`src/rtl/rf_operand_fetch.sv`:
```
// rf_operand_fetch: requester-side driver of a register file.
// Takes decoded instructions, stalls on busy sources via a per-register
// scoreboard, reads operands from the RF and hands them to a consumer
// through a valid/ready handshake. Writeback traffic is passed straight
// through to the RF write port and bypassed into operands read alongside it.
module rf_operand_fetch #(
  parameter int unsigned NUM_REGS = 32,
  parameter int unsigned ADDR_W   = 5,
  parameter int unsigned DATA_W   = 64
) (
  input  logic              clk,
  input  logic              reset_n,
  // instruction intake
  input  logic              inst_valid,
  output logic              inst_ready,
  input  logic [ADDR_W-1:0] rs1,
  input  logic [ADDR_W-1:0] rs2,
  input  logic [1:0]        rs_en,
  input  logic [ADDR_W-1:0] rd,
  input  logic              rd_en,
  // RF read ports
  output logic [1:0]        read_en,
  output logic [ADDR_W-1:0] raddr_0,
  output logic [ADDR_W-1:0] raddr_1,
  input  logic [DATA_W-1:0] rdata_0,
  input  logic [DATA_W-1:0] rdata_1,
  // writeback in, RF write port out
  input  logic              wb_valid,
  input  logic [ADDR_W-1:0] wb_addr,
  input  logic [DATA_W-1:0] wb_data,
  output logic              write_en,
  output logic [ADDR_W-1:0] waddr,
  output logic [DATA_W-1:0] wdata,
  // operand delivery
  output logic              op_valid,
  input  logic              op_ready,
  output logic [DATA_W-1:0] op_a,
  output logic [DATA_W-1:0] op_b,
  output logic [ADDR_W-1:0] op_rd,
  output logic              op_rd_en
);

  typedef enum logic [1:0] {
    IDLE  = 2'd0,
    CHECK = 2'd1,
    READ  = 2'd2,
    HOLD  = 2'd3
  } state_e;

  state_e state_q, state_d;

  // latched instruction fields
  logic [ADDR_W-1:0] rs1_q, rs1_d;
  logic [ADDR_W-1:0] rs2_q, rs2_d;
  logic [1:0]        rs_en_q, rs_en_d;
  logic [ADDR_W-1:0] rd_q, rd_d;
  logic              rd_en_q, rd_en_d;

  // pending-destination scoreboard
  logic [NUM_REGS-1:0] busy_q, busy_d;

  // writeback seen in the CHECK cycle: the RF read launched in that same
  // cycle returns pre-write data, so the written value is kept here
  logic              fwd_a_q, fwd_a_d;
  logic              fwd_b_q, fwd_b_d;
  logic [DATA_W-1:0] fwd_data_a_q, fwd_data_a_d;
  logic [DATA_W-1:0] fwd_data_b_q, fwd_data_b_d;

  // registered outputs
  logic              inst_ready_q, inst_ready_d;
  logic              op_valid_q, op_valid_d;
  logic [DATA_W-1:0] op_a_q, op_a_d;
  logic [DATA_W-1:0] op_b_q, op_b_d;
  logic [ADDR_W-1:0] op_rd_q, op_rd_d;
  logic              op_rd_en_q, op_rd_en_d;

  // read enable is decided in the CHECK cycle from the live writeback
  logic [1:0] read_en_c;

  logic wb_hit_1_c;
  logic wb_hit_2_c;
  logic hazard_c;

  // source hazard: busy and not being cleared by a writeback this cycle
  always_comb begin
    wb_hit_1_c = wb_valid && (wb_addr == rs1_q);
    wb_hit_2_c = wb_valid && (wb_addr == rs2_q);
    hazard_c   = (rs_en_q[0] && busy_q[rs1_q] && !wb_hit_1_c) ||
                 (rs_en_q[1] && busy_q[rs2_q] && !wb_hit_2_c);
  end

  // next-state, scoreboard update and operand capture
  always_comb begin
    state_d      = state_q;
    rs1_d        = rs1_q;
    rs2_d        = rs2_q;
    rs_en_d      = rs_en_q;
    rd_d         = rd_q;
    rd_en_d      = rd_en_q;
    busy_d       = busy_q;
    fwd_a_d      = fwd_a_q;
    fwd_b_d      = fwd_b_q;
    fwd_data_a_d = fwd_data_a_q;
    fwd_data_b_d = fwd_data_b_q;
    op_a_d       = op_a_q;
    op_b_d       = op_b_q;
    op_rd_d      = op_rd_q;
    op_rd_en_d   = op_rd_en_q;
    read_en_c    = 2'b00;

    // writeback clears first so a same-cycle set below takes priority
    if (wb_valid) begin
      busy_d[wb_addr] = 1'b0;
    end

    unique case (state_q)
      IDLE: begin
        if (inst_valid) begin
          rs1_d   = rs1;
          rs2_d   = rs2;
          rs_en_d = rs_en;
          rd_d    = rd;
          rd_en_d = rd_en;
          state_d = CHECK;
        end
      end
      CHECK: begin
        if (!hazard_c) begin
          read_en_c    = rs_en_q;
          fwd_a_d      = rs_en_q[0] && wb_hit_1_c;
          fwd_b_d      = rs_en_q[1] && wb_hit_2_c;
          fwd_data_a_d = wb_data;
          fwd_data_b_d = wb_data;
          if (rd_en_q) begin
            busy_d[rd_q] = 1'b1;
          end
          state_d = READ;
        end
      end
      READ: begin
        if (!rs_en_q[0]) begin
          op_a_d = '0;
        end else if (wb_hit_1_c) begin
          op_a_d = wb_data;
        end else if (fwd_a_q) begin
          op_a_d = fwd_data_a_q;
        end else begin
          op_a_d = rdata_0;
        end
        if (!rs_en_q[1]) begin
          op_b_d = '0;
        end else if (wb_hit_2_c) begin
          op_b_d = wb_data;
        end else if (fwd_b_q) begin
          op_b_d = fwd_data_b_q;
        end else begin
          op_b_d = rdata_1;
        end
        op_rd_d    = rd_q;
        op_rd_en_d = rd_en_q;
        state_d    = HOLD;
      end
      HOLD: begin
        if (op_ready) begin
          state_d = IDLE;
        end
      end
      default: begin
        state_d = IDLE;
      end
    endcase

    inst_ready_d = (state_d == IDLE);
    op_valid_d   = (state_d == HOLD);
  end

  // state and datapath registers; reset abandons any in-flight instruction
  always_ff @(posedge clk or negedge reset_n) begin
    if (!reset_n) begin
      state_q      <= IDLE;
      rs1_q        <= '0;
      rs2_q        <= '0;
      rs_en_q      <= '0;
      rd_q         <= '0;
      rd_en_q      <= 1'b0;
      busy_q       <= '0;
      fwd_a_q      <= 1'b0;
      fwd_b_q      <= 1'b0;
      fwd_data_a_q <= '0;
      fwd_data_b_q <= '0;
      inst_ready_q <= 1'b1;
      op_valid_q   <= 1'b0;
      op_a_q       <= '0;
      op_b_q       <= '0;
      op_rd_q      <= '0;
      op_rd_en_q   <= 1'b0;
    end else begin
      state_q      <= state_d;
      rs1_q        <= rs1_d;
      rs2_q        <= rs2_d;
      rs_en_q      <= rs_en_d;
      rd_q         <= rd_d;
      rd_en_q      <= rd_en_d;
      busy_q       <= busy_d;
      fwd_a_q      <= fwd_a_d;
      fwd_b_q      <= fwd_b_d;
      fwd_data_a_q <= fwd_data_a_d;
      fwd_data_b_q <= fwd_data_b_d;
      inst_ready_q <= inst_ready_d;
      op_valid_q   <= op_valid_d;
      op_a_q       <= op_a_d;
      op_b_q       <= op_b_d;
      op_rd_q      <= op_rd_d;
      op_rd_en_q   <= op_rd_en_d;
    end
  end

  // output mapping; RF write is suppressed while in reset
  always_comb begin
    inst_ready = inst_ready_q;
    read_en    = read_en_c;
    raddr_0    = rs1_q;
    raddr_1    = rs2_q;
    write_en   = wb_valid && reset_n;
    waddr      = wb_addr;
    wdata      = wb_data;
    op_valid   = op_valid_q;
    op_a       = op_a_q;
    op_b       = op_b_q;
    op_rd      = op_rd_q;
    op_rd_en   = op_rd_en_q;
  end

endmodule
```
`config.mk`:
```
export PLATFORM = sky130hd
export DESIGN_NAME = rf_operand_fetch
export DESIGN_NICKNAME = d
export VERILOG_FILES = /design/src/rtl/rf_operand_fetch.sv
export SDC_FILE = /design/constraint.sdc
export NUM_CORES = 1
export LEC_CHECK = 0
export CAP_MARGIN = 20
export CORE_AREA = 2 2 169 171
export DETAILED_ROUTE_END_ITERATION = 16
export DIE_AREA = 0 0 171 173
export DONT_BUFFER_PORTS = 1
export HOLD_SLACK_MARGIN = 0.06
export PLACE_DENSITY = 0.66
export REMOVE_ABC_BUFFERS = 1
export SETUP_SLACK_MARGIN = 0.2
export SYNTH_ARGS = -nofsm -noshare
export SYNTH_HDL_FRONTEND = slang
export SYNTH_SLANG_ARGS = --single-unit
export TNS_END_PERCENT = 20
```
`constraint.sdc`:
```
create_clock -name clk -period 3.3 [get_ports clk]
set_clock_uncertainty 0.2 [all_clocks]
set_input_delay 0.495 -clock clk [delete_from_list [all_inputs] [get_ports clk]]
set_output_delay 0.495 -clock clk [all_outputs]
set_load 0.1 [all_outputs]
```
==> run_results.csv, run 1 <==
group,metric,value,unit
run_status,status,"finished with violations",
run_status,violations,"negative hold slack, negative setup slack",
detailed_routing,ant_nets,0,
detailed_routing,first_pass_iters,5,
run,max-cap-violations,0,
logic_synthesis,synth_edf_count,0,
logic_synthesis,ys_async_sr_fraction,100.0,%
sta,whs,-0.5577,ns
sta,final-hold-violation-count,254,
floorplanning,die_y,173,um
floorplanning,coreArea,0.02763,mm^2
detailed_routing,wire_per_inst,24.17,um
clock_tree,cts_buffers,28,
logic_synthesis,synth-seq-cells,254,
floorplanning,io_pins,438,
placed_design,dpl.hpwl,27.36,mm
logic_synthesis,synthesis.area,0.01340,mm^2
sta,slew-limit-headroom,31.01,%
placed_design,gp_congestion,0.9170,
global_route,grt_start_max_net_pins,256,
sta,worst_pin_slew,1.035,ns
placed_design,place_ws,0.2425,ns
sta,slew_violations,0,
clock_tree,clk_latency,0.55,ns
clock_tree,clkTransAtPathRegs,0.06,ns
global_route,antenna_found_initial,6,
clock_tree,htreeDepth,1,
setup_path,crit_fanout,3,
global_route,grt_usage,27.93,%
floorplanning,die_area,0.02958,mm^2
detailed_routing,wl,42.93,mm
detailed_routing,drt-initial-drc-count,980,
sta,max_freq,286.5,MHz
cells_and_area,syn_to_final_growth,17.13,%
detailed_routing,drc,0,
detailed_routing,via_per_inst,5.945,
floorplanning,die_w,171,um
placed_design,io_buffers,0,
clock_tree,cts_root_buffer,"clkbuf_16",
setup_path,start_kind,"flop",
global_route,grt_pass1_vias,10680,
sta,timing.final.ws_setup,-0.1898,ns
clock_tree,cts_tree,"done",
floorplanning,start_util,48.50,%
logic_synthesis,synth_flop_cell,"dfrtp_1",
global_route,grt_remaining_overflow,0,
sta,min_period_over_period,105.8,%
cells_and_area,nets,1590,
logic_synthesis,synth_cells,1354,
setup_path,crit_arrival,2.79,ns
setup_path,required,2.60,ns
setup_path,critPathKind,"flop to output pin",
sta,setup_violations,2,
logic_synthesis,syn_area_per_cell,9.896,um^2
clock_tree,clock_path_buffers,3,
setup_path,end_kind,"output pin",
logic_synthesis,synth_cell_type_count,48,
logic_synthesis,synth.yosys.seq_area_share,47.45,%
cells_and_area,drive_gt1_share,15.66,%
min_path,worst_hold_path_type,"primary input to asynchronous set/reset pin",
floorplanning,rows,61,
detailed_routing,vias,10560,
logic_synthesis,ys_warn_count,0,
clock_tree,cts_sinks,254,
sta,fin_crit,3.490,ns
sta,rsz0062_at_grt,"yes",
global_route,grt_pass1_wl,64.65,mm
clock_tree,cts_hold_buf,106,
==> placed cells by master, fill, tap and decap left out, types with 35 or more instances in the layout <==
master	n
o21ai_0	165
mux2_2	43
a21oi_1	129
clkbuf_16	35
dfrtp_1	249
mux2i_1	132
nand2_1	160
nor2_1	133
dlygate4sd3_1	106
mux2_4	44
==> worst max-delay path, cell delays in order (launching register included) <==
cell	delay, ns
dfrtp_1	0.41
mux4_2	0.52
mux2_4	0.27
a221o_1	0.32
nand4_1	0.19
o211a_4	0.21
and2_4	0.16
buf_12	0.17
==> stage by stage <==
stage          hold slack (ns)  cells  util [%]  cell area [um^2]  TNS, ns
2_1_floorplan       -0.0005910   1186         -             12420  -385.20
3_3_place_gp          0.004328   1600     48.42             13380        0
3_5_place_dp          0.004369   1600     48.42             13380        0
4_1_cts                -0.5861   1760     55.93             15450  -0.3935
5_1_grt                -0.5841   1774     56.78             15690  -0.4913
6_report               -0.5577   1776     56.80             15690  -0.3635
==> cell type report <==
class,instances,area (um^2)
tap,378,473.0
clock buffer,42,874.6
multi-input combinational,927,6152
antenna,6,15.01
fill,2361,11940
clock inverter,10,81.33
sequential,254,6367
timing repair buffer,154,1712
inverter,5,18.77
==> what timing repair did <==
action                                  CTS  global route
endpoints found under the setup margin    2            52
setup buffers                             2             5
cloned                                    0             5
pin swaps                                 2             0
gates resized for setup                  12            17
hold endpoints to repair                497           254
==> flip-flops by register name, indices dropped and copies added, names as in the netlist <==
name	cells
state_q	2
rd_q	5
raddr_1	5
fwd_b_q	1
inst_ready	1
op_rd	5
fwd_data_b_q	64
op_rd_en	1
op_valid	1
rd_en_q	1
op_a	64
rs_en_q	2
busy_q	32
raddr_0	5
fwd_a_q	1
op_b	64
==> layer usage <==
| metal | part of all wire [%] | global-route usage, % | vias to the layer above |
|---|---|---|---|
| met5 | 0 | 0 | - |
| met4 | 3.3 | 9.852 | 0 |
| met3 | 9.3 | 6.958 | 100 |
| met2 | 48 | 45.68 | 525 |
| met1 | 39 | 35.98 | 5236 |
| li1 | - | - | 4698 |
==> synthesized netlist by cell type, types with 6 or more instances <==
master    count  share of area (%)
dfrtp_1     253                 47
o21ai_0     165                6.2
nand2_1     162                4.5
nor2_1      133                3.7
mux2i_1     132                9.9
a21oi_1     129                4.8
clkbuf_1     75                2.1
buf_4        74                4.1
mux2_2       60                5.0
o31ai_1      28                1.6
mux2_4       27                3.0
mux4_2       13                2.2
nand3_1      10               0.37
xor2_1        8               0.52
buf_1         7               0.20
buf_2         7               0.26
nand3b_1      7               0.39
nor2b_1       6               0.28
o41ai_1       6               0.39
==> logic make-up (layout without fill, tap and decap cells) <==
group                     count (synthesis)  count (layout)  share of synthesized area (%)
AOI/OAI and AO/OA                       338             338                          13.62
other                                     0               6                              0
DFF                                     254             254                          47.45
muxes                                   232             232                          20.11
buffers and inverters                   173             211                          7.424
xor gates and xnor gates                 10              10                         0.6537
and+or+nand+nor                         347             347                          10.74
==> path summary, 6_finish.rpt <==
check                                  from               end  slack (ns)  depth (start not counted)
setup / recovery                 raddr_1[0]        read_en[0]       -0.19                          7
hold / removal                      reset_n          op_a[44]       -0.56                          0
setup reg to reg                 raddr_1[0]  fwd_data_b_q[30]        0.23                          9
hold reg to reg            fwd_data_b_q[59]  fwd_data_b_q[59]        0.34                          1
max in group asynchronous           reset_n          op_b[50]        2.73                          0
min in group clk                rdata_0[28]          op_a[28]        0.08                          4
Power of run 1 is not shown: default switching activity piles up to over one toggle a cycle in this logic, so the estimate is an artifact.
==> run 2: changes to the inputs <==
--- a/config.mk
+++ b/config.mk
@@ -10,6 +10,7 @@
 export DETAILED_ROUTE_END_ITERATION = 16
 export DIE_AREA = 0 0 171 173
 export DONT_BUFFER_PORTS = 1
+export GPL_TIMING_DRIVEN = 0
 export HOLD_SLACK_MARGIN = 0.06
 export PLACE_DENSITY = 0.66
 export REMOVE_ABC_BUFFERS = 1
@@ -17,4 +18,4 @@
 export SYNTH_ARGS = -nofsm -noshare
 export SYNTH_HDL_FRONTEND = slang
 export SYNTH_SLANG_ARGS = --single-unit
-export TNS_END_PERCENT = 20
+export TNS_END_PERCENT = 30
==> run_results.csv, run 2 (synthesized netlist as in run 1, its figures left out) <==
group,metric,value,unit
clock_tree,cts_buffers,29,
detailed_routing,ant_nets,0,
floorplanning,die_y,173,um
detailed_routing,via_per_inst,6.058,
setup_path,end_kind,"output pin",
clock_tree,htreeDepth,1,
sta,whs,-0.5640,ns
floorplanning,rows,61,
sta,slew_violations,0,
cells_and_area,nets,1594,
setup_path,critPathKind,"flop to output pin",
cells_and_area,syn_to_final_growth,18.89,%
min_path,worst_hold_path_type,"primary input to asynchronous set/reset pin",
floorplanning,die_w,171,um
setup_path,start_kind,"flop",
detailed_routing,drc,0,
global_route,grt_remaining_overflow,0,
setup_path,worstPathCellList,"buf_16 > buf_6 > mux4_2 > mux2_2 > nor3b_2 > or4_4 > o211a_4 > buf_16 > and2_4",
clock_tree,cts_sinks,254,
global_route,grt_start_max_net_pins,256,
sta,final-hold-violation-count,254,
clock_tree,cts_hold_buf,111,
sta,slew-limit-headroom,31.29,%
cells_and_area,layout_commonest_cell,"dfrtp_1",
sta,worst_pin_slew,1.031,ns
setup_path,critical_path_buf_inv_count,3,
cells_and_area,multi_input_area,0.006259,mm^2
sta,timing.final.ws_setup,-0.4073,ns
setup_path,required,2.60,ns
placed_design,io_buffers,0,
detailed_routing,drt-initial-drc-count,1139,
sta,fin_crit,3.707,ns
placed_design,gp_congestion,0.8578,
run_status,violations,"negative hold slack, negative setup slack",
sta,rsz0062_at_grt,"yes",
placed_design,dpl.hpwl,26.27,mm
global_route,grt_pass1_wl,66.08,mm
run_status,status,"finished with violations",
clock_tree,cts_tree,"done",
setup_path,r2r_cells,9,
clock_tree,clkTransAtPathRegs,0.06,ns
cells_and_area,nFillCells,2305,
detailed_routing,wire_per_inst,24.97,um
cells_and_area,final_cells,1778,
sta,max_freq,269.7,MHz
detailed_routing,vias,10770,
setup_path,crit_fanout,4,
global_route,antenna_found_initial,7,
cells_and_area,register_area,0.006387,mm^2
floorplanning,coreArea,0.02763,mm^2
placed_design,dp_cells,1583,
sta,setup_violations,17,
floorplanning,start_util,48.50,%
cells_and_area,layout_common_cells,"dfrtp_1 (241), o21ai_0 (165), nand2_1 (160), nor2_1 (133), mux2i_1 (131)",
setup_path,cpPeakStageDelay,0.56,ns
run,max-cap-violations,0,
setup_path,crit_family,"simple AND/OR/NAND/NOR gates",
sta,min_period_over_period,112.3,%
cells_and_area,drive_gt1_share,16.87,%
clock_tree,clk_latency,0.55,ns
detailed_routing,wl,44.39,mm
setup_path,path_common_cell,"buf_16",
detailed_routing,first_pass_iters,5,
setup_path,crit_arrival,3.01,ns
clock_tree,clock_path_buffers,3,
clock_tree,cts_root_buffer,"clkbuf_16",
global_route,grt_usage,28.78,%
setup_path,cp.depth,9,
global_route,grt_pass1_vias,10640,
floorplanning,die_area,0.02958,mm^2
floorplanning,io_pins,438,
setup_path,slowest_stage,"or4_4",
sta,tns,-2.183,ns
## run 2: timing repair
action                     4_1_cts  5_1_grt
hold endpoints to repair       494      254
cloned                           4        1
buffers inserted                19        3
pin swaps                        6        4
setup endpoints to repair      184      126
resized for setup               30       17
## run 2: area by class of cell
type / instances / area share, %
inverter: 5 / 0.1178
antenna: 7 / 0.1100
timing repair buffer: 154 / 11.31
clock inverter: 12 / 1.029
tap: 378 / 2.969
multi-input combinational: 930 / 39.29
sequential: 254 / 40.10
clock buffer: 38 / 5.082
## run 2: final timing paths
path	startpoint	endpoint	slack (ns)
setup / recovery	raddr_0[1]	read_en[0]	-0.41
hold / removal	reset_n	op_a[55]	-0.56
setup reg to reg	raddr_1[0]	fwd_data_b_q[41]	-0.11
hold reg to reg	fwd_data_b_q[57]	fwd_data_b_q[57]	0.33
max in group asynchronous	reset_n	op_a[23]	2.99
min in group clk	rdata_1[3]	op_b[3]	0.07
## run 2: per-layer routing
layer	global-route usage [%]	vias to the layer above	wire length, um
met5	0	-	0
met2	45.95	562	20790
met3	7.897	144	4338
met1	36.49	5370	17210
met4	12.78	0	2056
li1	-	4696	-
## run 2: stage by stage
step,setup slack [ns],utilization [%],cell area (um^2)
after floorplan,-4.043,-,12420
after global placement,-6.004,46.68,12900
after detailed placement,-1.654,48.44,13380
after CTS,-0.4245,57.12,15780
after global routing,-0.4801,57.64,15930
final,-0.4073,57.66,15930
Power of run 2 is left out for the same reason.
